--- src/rtl/mdu_iter.sv ---
// Iterative RISC-V M-extension multiply/divide unit: shift-add multiply, restoring divide, one bit per cycle.
// Optional RV64 W-form support (in_word port) is enabled by defining MDU_RV64W_EN.
module mdu_iter #(
  parameter int XLEN = 64
) (
  input  logic            clk,
  input  logic            rst_n,
  input  logic            flush,
  input  logic            in_valid,
  output logic            in_ready,
  input  logic [2:0]      in_op,
`ifdef MDU_RV64W_EN
  input  logic            in_word,
`endif
  input  logic [XLEN-1:0] in_src1,
  input  logic [XLEN-1:0] in_src2,
  output logic            out_valid,
  input  logic            out_ready,
  output logic [XLEN-1:0] out_data,
  output logic            busy
);

  localparam int CW = $clog2(XLEN);

  typedef enum logic [1:0] {IDLE, CALC, DONE} state_t;

  state_t            state;
  logic [2:0]        op_q;
  logic              word_q;
  logic              prep;
  logic [CW-1:0]     cnt;
  logic [XLEN-1:0]   src1_q, src2_q, opa;
  logic [2*XLEN-1:0] acc;
  logic              neg1_q, neg2_q;

  logic              word_sel;
`ifdef MDU_RV64W_EN
  assign word_sel = in_word && (XLEN == 64);
`else
  assign word_sel = 1'b0;
`endif

  // W-form high-half multiplies collapse to mulw
  logic [2:0] op_eff;
  assign op_eff = (word_sel && (in_op inside {3'd1, 3'd2, 3'd3})) ? 3'd0 : in_op;

  assign in_ready = (state == IDLE) && !flush;
  assign busy     = (state != IDLE);

  logic [XLEN-1:0] s1_in, spec_res;
  logic            div_zero, div_ovf;
  assign s1_in    = word_sel ? XLEN'($signed(in_src1[31:0])) : in_src1;
  assign div_zero = word_sel ? (in_src2[31:0] == 32'd0) : (in_src2 == '0);
  assign div_ovf  = op_eff[2] && !op_eff[0] &&
                    (word_sel ? (in_src1[31:0] == 32'h8000_0000 && &in_src2[31:0])
                              : (in_src1 == {1'b1, {(XLEN-1){1'b0}}} && &in_src2));

  always_comb begin
    spec_res = '1;
    if (div_zero) spec_res = op_eff[1] ? s1_in : '1;
    else          spec_res = op_eff[1] ? '0 : s1_in;
  end

  // mul runs unsigned: the low half of a product does not depend on operand signedness
  logic            signed1, signed2, neg1, neg2;
  logic [XLEN-1:0] ext1, ext2, mag1, mag2;
  always_comb begin
    signed1 = op_q inside {3'd1, 3'd2, 3'd4, 3'd6};
    signed2 = op_q inside {3'd1, 3'd4, 3'd6};
    if (word_q) begin
      ext1 = signed1 ? XLEN'($signed(src1_q[31:0])) : XLEN'(src1_q[31:0]);
      ext2 = signed2 ? XLEN'($signed(src2_q[31:0])) : XLEN'(src2_q[31:0]);
    end else begin
      ext1 = src1_q;
      ext2 = src2_q;
    end
    neg1 = signed1 && ext1[XLEN-1];
    neg2 = signed2 && ext2[XLEN-1];
    mag1 = neg1 ? -ext1 : ext1;
    mag2 = neg2 ? -ext2 : ext2;
  end

  logic [XLEN:0]     mul_sum, div_shift, div_diff;
  logic [2*XLEN-1:0] acc_step, prod;
  logic [XLEN-1:0]   quo, rem, quo_res, rem_res, res;
  always_comb begin
    mul_sum   = {1'b0, acc[2*XLEN-1:XLEN]} + (acc[0] ? {1'b0, opa} : '0);
    div_shift = {acc[2*XLEN-1:XLEN], acc[XLEN-1]};
    div_diff  = div_shift - {1'b0, opa};
    if (!op_q[2]) acc_step = {mul_sum, acc[XLEN-1:1]};
    else          acc_step = {div_diff[XLEN] ? div_shift[XLEN-1:0] : div_diff[XLEN-1:0],
                              acc[XLEN-2:0], ~div_diff[XLEN]};
    prod    = (neg1_q ^ neg2_q) ? -acc_step : acc_step;
    quo     = acc_step[XLEN-1:0];
    rem     = acc_step[2*XLEN-1:XLEN];
    quo_res = (neg1_q ^ neg2_q) ? -quo : quo;
    rem_res = neg1_q ? -rem : rem;
    case (op_q)
      3'd0:          res = word_q ? XLEN'($signed(acc_step[XLEN-1 -: 32])) : prod[XLEN-1:0];
      3'd1, 3'd2, 3'd3: res = prod[2*XLEN-1:XLEN];
      3'd4, 3'd5:    res = quo_res;
      default:       res = rem_res;
    endcase
    if (word_q && op_q[2]) res = XLEN'($signed(res[31:0]));
  end

  logic [CW-1:0] last;
  assign last = word_q ? CW'(31) : CW'(XLEN-1);

  // The first CALC cycle only loads magnitudes; the counter then covers N iterations
  always_ff @(posedge clk or negedge rst_n) begin
    if (!rst_n) begin
      state     <= IDLE;
      op_q      <= '0;
      word_q    <= 1'b0;
      prep      <= 1'b0;
      cnt       <= '0;
      src1_q    <= '0;
      src2_q    <= '0;
      opa       <= '0;
      acc       <= '0;
      neg1_q    <= 1'b0;
      neg2_q    <= 1'b0;
      out_valid <= 1'b0;
      out_data  <= '0;
    end else if (flush) begin
      state     <= IDLE;
      prep      <= 1'b0;
      cnt       <= '0;
      out_valid <= 1'b0;
      out_data  <= '0;
    end else begin
      case (state)
        IDLE: if (in_valid) begin
          op_q   <= op_eff;
          word_q <= word_sel;
          src1_q <= in_src1;
          src2_q <= in_src2;
          cnt    <= '0;
          if (op_eff[2] && (div_zero || div_ovf)) begin
            state     <= DONE;
            out_valid <= 1'b1;
            out_data  <= spec_res;
          end else begin
            state <= CALC;
            prep  <= 1'b1;
          end
        end
        CALC: if (prep) begin
          prep   <= 1'b0;
          neg1_q <= neg1;
          neg2_q <= neg2;
          opa    <= op_q[2] ? mag2 : mag1;
          acc    <= op_q[2] ? {{XLEN{1'b0}}, (word_q ? (mag1 << (XLEN-32)) : mag1)}
                            : {{XLEN{1'b0}}, mag2};
        end else begin
          acc <= acc_step;
          cnt <= cnt + CW'(1);
          if (cnt == last) begin
            state     <= DONE;
            out_valid <= 1'b1;
            out_data  <= res;
          end
        end
        DONE: if (out_ready) begin
          state     <= IDLE;
          out_valid <= 1'b0;
          out_data  <= '0;
        end
        default: state <= IDLE;
      endcase
    end
  end

endmodule

--- config.mk ---
export PLATFORM = sky130hd
export DESIGN_NAME = mdu_iter
export DESIGN_NICKNAME = d
export VERILOG_FILES = /design/src/rtl/mdu_iter.sv
export SDC_FILE = /design/constraint.sdc
export NUM_CORES = 2
export LEC_CHECK = 0
export CAP_MARGIN = 10
export CORE_UTILIZATION = 57
export CTS_CLUSTER_SIZE = 12
export DETAILED_ROUTE_END_ITERATION = 16
export GPL_TIMING_DRIVEN = 0
export HOLD_SLACK_MARGIN = 0.02
export PLACE_DENSITY = 0.78
export SYNTH_ARGS = -nofsm -noshare
export SYNTH_HDL_FRONTEND = slang
export SYNTH_SLANG_ARGS = --single-unit
--- constraint.sdc ---
create_clock -name clk -period 5.8 [get_ports clk]
set_clock_uncertainty 0.15 [all_clocks]
set_input_delay 1.74 -clock clk [delete_from_list [all_inputs] [get_ports clk]]
set_output_delay 1.74 -clock clk [all_outputs]
set_load 0.02 [all_outputs]
==> out/metrics.csv, run 1 <==
stage;metric;value;unit
synth;mapped cell area;39000;sq um
synth;Synth cell types;102;
synth;average footprint of a synthesized cell;7.33;sq um
synth;EDFF count, synth;0;
clock_network;Hold-fix buffers, CTS;0;
synth;Mapped Nets;5595;
synth;fraction of registers with async set/reset;100;%
timing;worst ep type;register data pin;
clock_network;CTS buffer count;47;
clock_network;CTS root buffer;clkbuf_16;
global_routing;GRT Total Usage;74.6;%
floorplanning;Initial Utilization;57.9;%
clock_network;Max Root-Sink Buffers;3;
floorplanning;die width;264;um
global_routing;largest net degree at the start of global routing;120;
synth;Mapped Cells;5321;
floorplanning;Die Y;264;um
place;routability cong.;1.25;
synth;commonest register cell after synthesis;dfrtp_1;
clock_network;H-tree depth;2;
run_status;run status;stopped before the end;
synth;Seq/Total Area, Yosys;25.6;%
clock_network;clock sinks;399;
place;DP Wirelength;174;mm
timing;GRT worst endpoint;out_data[54]$_DFFE_PN0P_/D;
floorplanning;Cell Rows;95;
synth;#FFs+latches synth;399;
run_status;First Err;[ERROR GRT-0232] Routing congestion too high. Check the congestion heatmap in the GUI.;
run_status;Stopped at;global routing;
place;post-place setup slack;-3.65;ns
global_routing;GR Overflow Total;6;
floorplanning;I/O pin count;203;
place;IO Port Bufs;201;
place;Placed Cells;6413;
synth;Ys Warns;0;
==> logic make-up after synthesis <==
group	share of synthesized area, %
AO/OA/AOI/OAI	27.4
flip-flops	25.6
multiplexers	4.95
AND/OR/NAND/NOR	23.9
XOR/XNOR	8.01
buffers and inverters	5.42
adder cells (fa/ha/maj)	4.67
==> through the flow <==
stage | hold slack [ns] | instance area (sq um) | utilization (%) | TNS (ns)
2_1_floorplan | 0.314 | 39000 | - | -0.00326
3_3_place_gp | 0.314 | 42200 | 62.5 | -6486.07
3_5_place_dp | 0.316 | 42400 | 62.9 | -569.70
4_1_cts | 0.330 | 47200 | 70.0 | -6.81
==> cell usage after synthesis (75+ instances only) <==
master / instances / share of area (%)
o21ai_0: 457 / 5.9
nand4_1: 91 / 1.5
xnor2_1: 186 / 4.2
nor2_1: 517 / 5.0
a21oi_1: 586 / 7.5
a31oi_1: 96 / 1.5
nand3_1: 95 / 1.2
nor3_1: 198 / 2.5
nor4_1: 75 / 1.2
mux2i_1: 84 / 2.2
inv_1: 195 / 1.9
clkbuf_1: 274 / 2.6
ha_1: 136 / 4.4
and2_1: 88 / 1.4
nand2_1: 597 / 5.7
xor2_1: 171 / 3.8
dfrtp_1: 399 / 26
mux2_2: 89 / 2.6
==> per-layer routing <==
layer / GRT usage [%] / GRT overflow
met1: 76.7 / 0
met2: 90.3 / 0
met3: 57.7 / 2
met4: 72.0 / 4
met5: 34.3 / 0
==> timing repair <==
| item | CTS |
|---|---|
| hold endpoints to repair | 0 |
| buffers inserted | 99 |
| pin swaps | 125 |
| gates cloned | 1 |
| gates resized for setup | 578 |
| endpoints found under the setup margin | 219 |
==> inputs of run 2 (changes only) <==
Settings changed: CORE_UTILIZATION 57 to 40, CTS_CLUSTER_SIZE 12 to not set, HOLD_SLACK_MARGIN 0.02 to not set, PLACE_DENSITY 0.78 to not set, PLACE_DENSITY_LB_ADDON set to 0.15.
Clock period 5.8 ns to 7.55 ns, I/O delays scaled along.
==> out/metrics.csv, run 2 <==
stage;metric;value;unit;change
clock_network;CTS buffer count;53;;was 47
global_routing;GRT Total Usage;49.0;%;
setup_path;r2r endpoint;out_data[24]$_DFFE_PN0P_;;
layout;Seq. cell area;9990;sq um;
timing;part of the cycle the worst path needs;104;%;
floorplanning;Cell Rows;114;;was 95
drt;routed vias;47200;;
floorplanning;area of the core;96700;sq um;
drt;total iterations of the first detailed-routing run;8;;
timing;Final Hold Viols;0;;
timing;max_slew headroom;4.56;%;
drt;via-per-instance ratio;6.81;;
clock_network;H-tree depth;2;;unchanged
clock_network;Max Root-Sink Buffers;3;;unchanged
setup_path;Critical Path RT;7.90;ns;
synth;most common cell in the netlist;nand2_1;;unchanged
synth;Yosys top cell by area;dfrtp_1;;unchanged
synth;Synth area leaders;dfrtp_1, a21oi_1, o21ai_0, nand2_1, nor2_1;;unchanged
layout;max reg flops;128;;
setup_path;Worst path most repeated cell;clkbuf_1;;
setup_path;crit path cell chain;clkinv_1 > clkbuf_1 > clkbuf_2 > clkbuf_2 > clkdlybuf4s15_1 > clkbuf_1 > o21ai_0 > clkbuf_1 > clkbuf_1 > buf_1 > o21ai_0 > o311ai_0;;
run_status;run status;complete, but fails checks;;was stopped before the end
min_path;Worst Hold Class;flop to flop;;
setup_path;critical path launch point type;flop;;
setup_path;critical path class;flop to flop;;
drt;DRC violations left;0;;
setup_path;crit path DAT;8.21;ns;
setup_path;Reg2Reg Setup Slack;-0.31;ns;
synth;EDFF count, synth;0;;unchanged
drt;wire per inst;35.8;um;
global_routing;M2 GR Usage;71.8;%;
drt;antenna viol nets, final;0;;
layout;area grow syn2layout;17.5;%;
clock_network;clock latency on the worst-skew pair;0.69;ns;
layout;Top reg by flops;acc;;
layout;area of the multi-input gates;27700;sq um;
layout;Final Net Count;5881;;
timing;Setup WS post-layout;-0.313;ns;
synth;share of the synthesized area in the top cell type;25.6;%;unchanged
drt;final wirelength;248;mm;
clock_network;Hold-fix buffers, CTS;0;;unchanged
global_routing;met3 usage;16.3;%;
synth;average footprint of a synthesized cell;7.33;sq um;unchanged
synth;fraction of registers with async set/reset;100;%;unchanged
place;IO Port Bufs;201;;unchanged
layout;share of layout cells above drive strength 1;8.52;%;
setup_path;CP bufs+invs;9;;
synth;Synth cell types;102;;unchanged
synth;mapped cell area;39000;sq um;unchanged
drt;Initial DRC Count;7098;;
timing;Least-Margin Pin Slew;1.42;ns;
timing;min Tclk post-route;7.86;ns;
clock_network;Clock Pin Slew Worst Setup and Hold Paths;0.06;ns;
global_routing;antenna violations before repair;13;;
synth;Mapped Cells;5321;;unchanged
run;max-cap viol count;0;;
setup_path;worst setup path endpoint;out_data[24]$_DFFE_PN0P_;;
setup_path;Crit. path cell count;12;;
global_routing;first-pass GRT wire length;340;mm;
setup_path;CP Max Fanout;10;;
synth;commonest register cell after synthesis;dfrtp_1;;unchanged
layout;FILL cells;9883;;
setup_path;Worst R2R Start;op_q[2]$_DFFE_PN0P_;;
layout;commonest non-fill, non-tap cells in the layout;nand2_1, a21oi_1, nor2_1, o21ai_0, dfrtp_1;;
floorplanning;I/O pin count;203;;unchanged
clock_network;CTS tree;built;;
synth;top cells by count, synth;nand2_1, a21oi_1, nor2_1, o21ai_0, dfrtp_1;;unchanged
synth;Seq/Total Area, Yosys;25.6;%;unchanged
floorplanning;Initial Utilization;40.3;%;was 57.9%
setup_path;crit-path leading delay family;buffers and inverters;;
global_routing;met1 GRT Util;59.0;%;
setup_path;Worst path slowest cell;clkbuf_1;;
global_routing;busiest grt layer;met2;;
synth;Mapped Nets;5595;;unchanged
clock_network;CTS root buffer;clkbuf_16;;unchanged
setup_path;Setup crit end kind;flop;;
run_status;failing checks;negative setup slack;;
global_routing;number of global-route vias before repair;43500;;
timing;fin. max-slew vios;0;;
setup_path;crit-path max cell delay;0.89;ns;
layout;commonest non-fill, non-tap cell in the layout;nand2_1;;
clock_network;clock sinks;399;;unchanged
timing;Fmax;0.127;GHz;
synth;Ys Warns;0;;unchanged
timing;Fin Hold WS;0.341;ns;
global_routing;GR Overflow Total;0;;
place;DP Wirelength;203;mm;was 174 mm
synth;#FFs+latches synth;399;;unchanged
timing;Setup Viol. Count Final;65;;
setup_path;critical path launch point;op_q[2]$_DFFE_PN0P_;;
place;routability cong.;1.10;;was 1.25
floorplanning;Die ar.;98800;sq um;
floorplanning;die width;314;um;was 264 um
global_routing;largest net degree at the start of global routing;111;;
setup_path;Worst Reg-to-Reg Cells;12;;
floorplanning;Die Y;314;um;was 264 um
[run 2: cells by family after synthesis]
group	count (synthesis)	synth area share [%]
mux	177	4.95
xor+xnor	357	8.01
fa+ha+maj	146	4.67
buf+inv	548	5.42
flops	399	25.6
simple gates	1954	23.9
compound gates	1740	27.4
[run 2: worst min-delay path by stage]
stage / startpoint / end / slack (ns) / cells after the start
after global placement: out_data[4]$_DFFE_PN0P_ / out_data[4]$_DFFE_PN0P_ / 0.32 / 2
final: out_data[42]$_DFFE_PN0P_ / out_data[42]$_DFFE_PN0P_ / 0.34 / 2
after detailed placement: out_data[4]$_DFFE_PN0P_ / out_data[4]$_DFFE_PN0P_ / 0.33 / 2
after floorplan: cnt[2]$_DFFE_PN0P_ / cnt[2]$_DFFE_PN0P_ / 0.31 / 1
after CTS: out_data[4]$_DFFE_PN0P_ / out_data[4]$_DFFE_PN0P_ / 0.34 / 2
after global routing: cnt[4]$_DFFE_PN0P_ / cnt[4]$_DFFE_PN0P_ / 0.36 / 1
[run 2: layout make-up]
cell class | count | area share (%)
well taps | 1276 | 3.48
flip-flops and latches | 399 | 21.8
clock buffers | 66 | 3.20
multi-input cells | 4374 | 60.5
plain buffers | 334 | 3.12
clock inverters | 30 | 0.909
repair buffers | 247 | 5.34
inverters | 198 | 1.63
diodes | 6 | 0.0327
[run 2: through the flow]
step                 TNS, ns  cells  util, %  setup WS, ns  instance area, sq um
finish                 -7.62   6930     47.4        -0.313                 45800
CTS                        0   6921     46.9       0.00857                 45400
global route         -0.0246   6924     47.4       -0.0139                 45800
floorplan                  0   5321        -          1.53                 39000
detailed placement   -370.69   6829     44.5         -2.85                 43100
global placement    -6215.30   6798     44.1        -14.69                 42600
[run 2: repair_timing]
| action | in CTS | in global routing |
|---|---|---|
| setup buffers | 2 | 12 |
| pin swaps | 6 | 14 |
| endpoints found under the hold margin | 0 | 0 |
| gates resized for setup | 117 | 73 |
| setup endpoints to repair | 203 | 80 |
[run 2: routing by layer]
| metal | share of wire (%) | wire [um] | vias to the layer above |
|---|---|---|---|
| li1 | - | - | 20000 |
| met1 | 37 | 92100 | 22900 |
| met2 | 41 | 102000 | 3405 |
| met3 | 12 | 30100 | 851 |
| met4 | 9.4 | 23400 | 16 |
| met5 | 0.10 | 260 | - |
[run 2: worst min-delay path, stage by stage, from the launching register on]
cell     delay (ns)
dfrtp_1        0.34
nand2_1        0.05
o31ai_1        0.06
Power of run 2 is left out: the tool's default activity adds up to more than one toggle a clock period on the data nets, which glitch-free logic cannot reach.
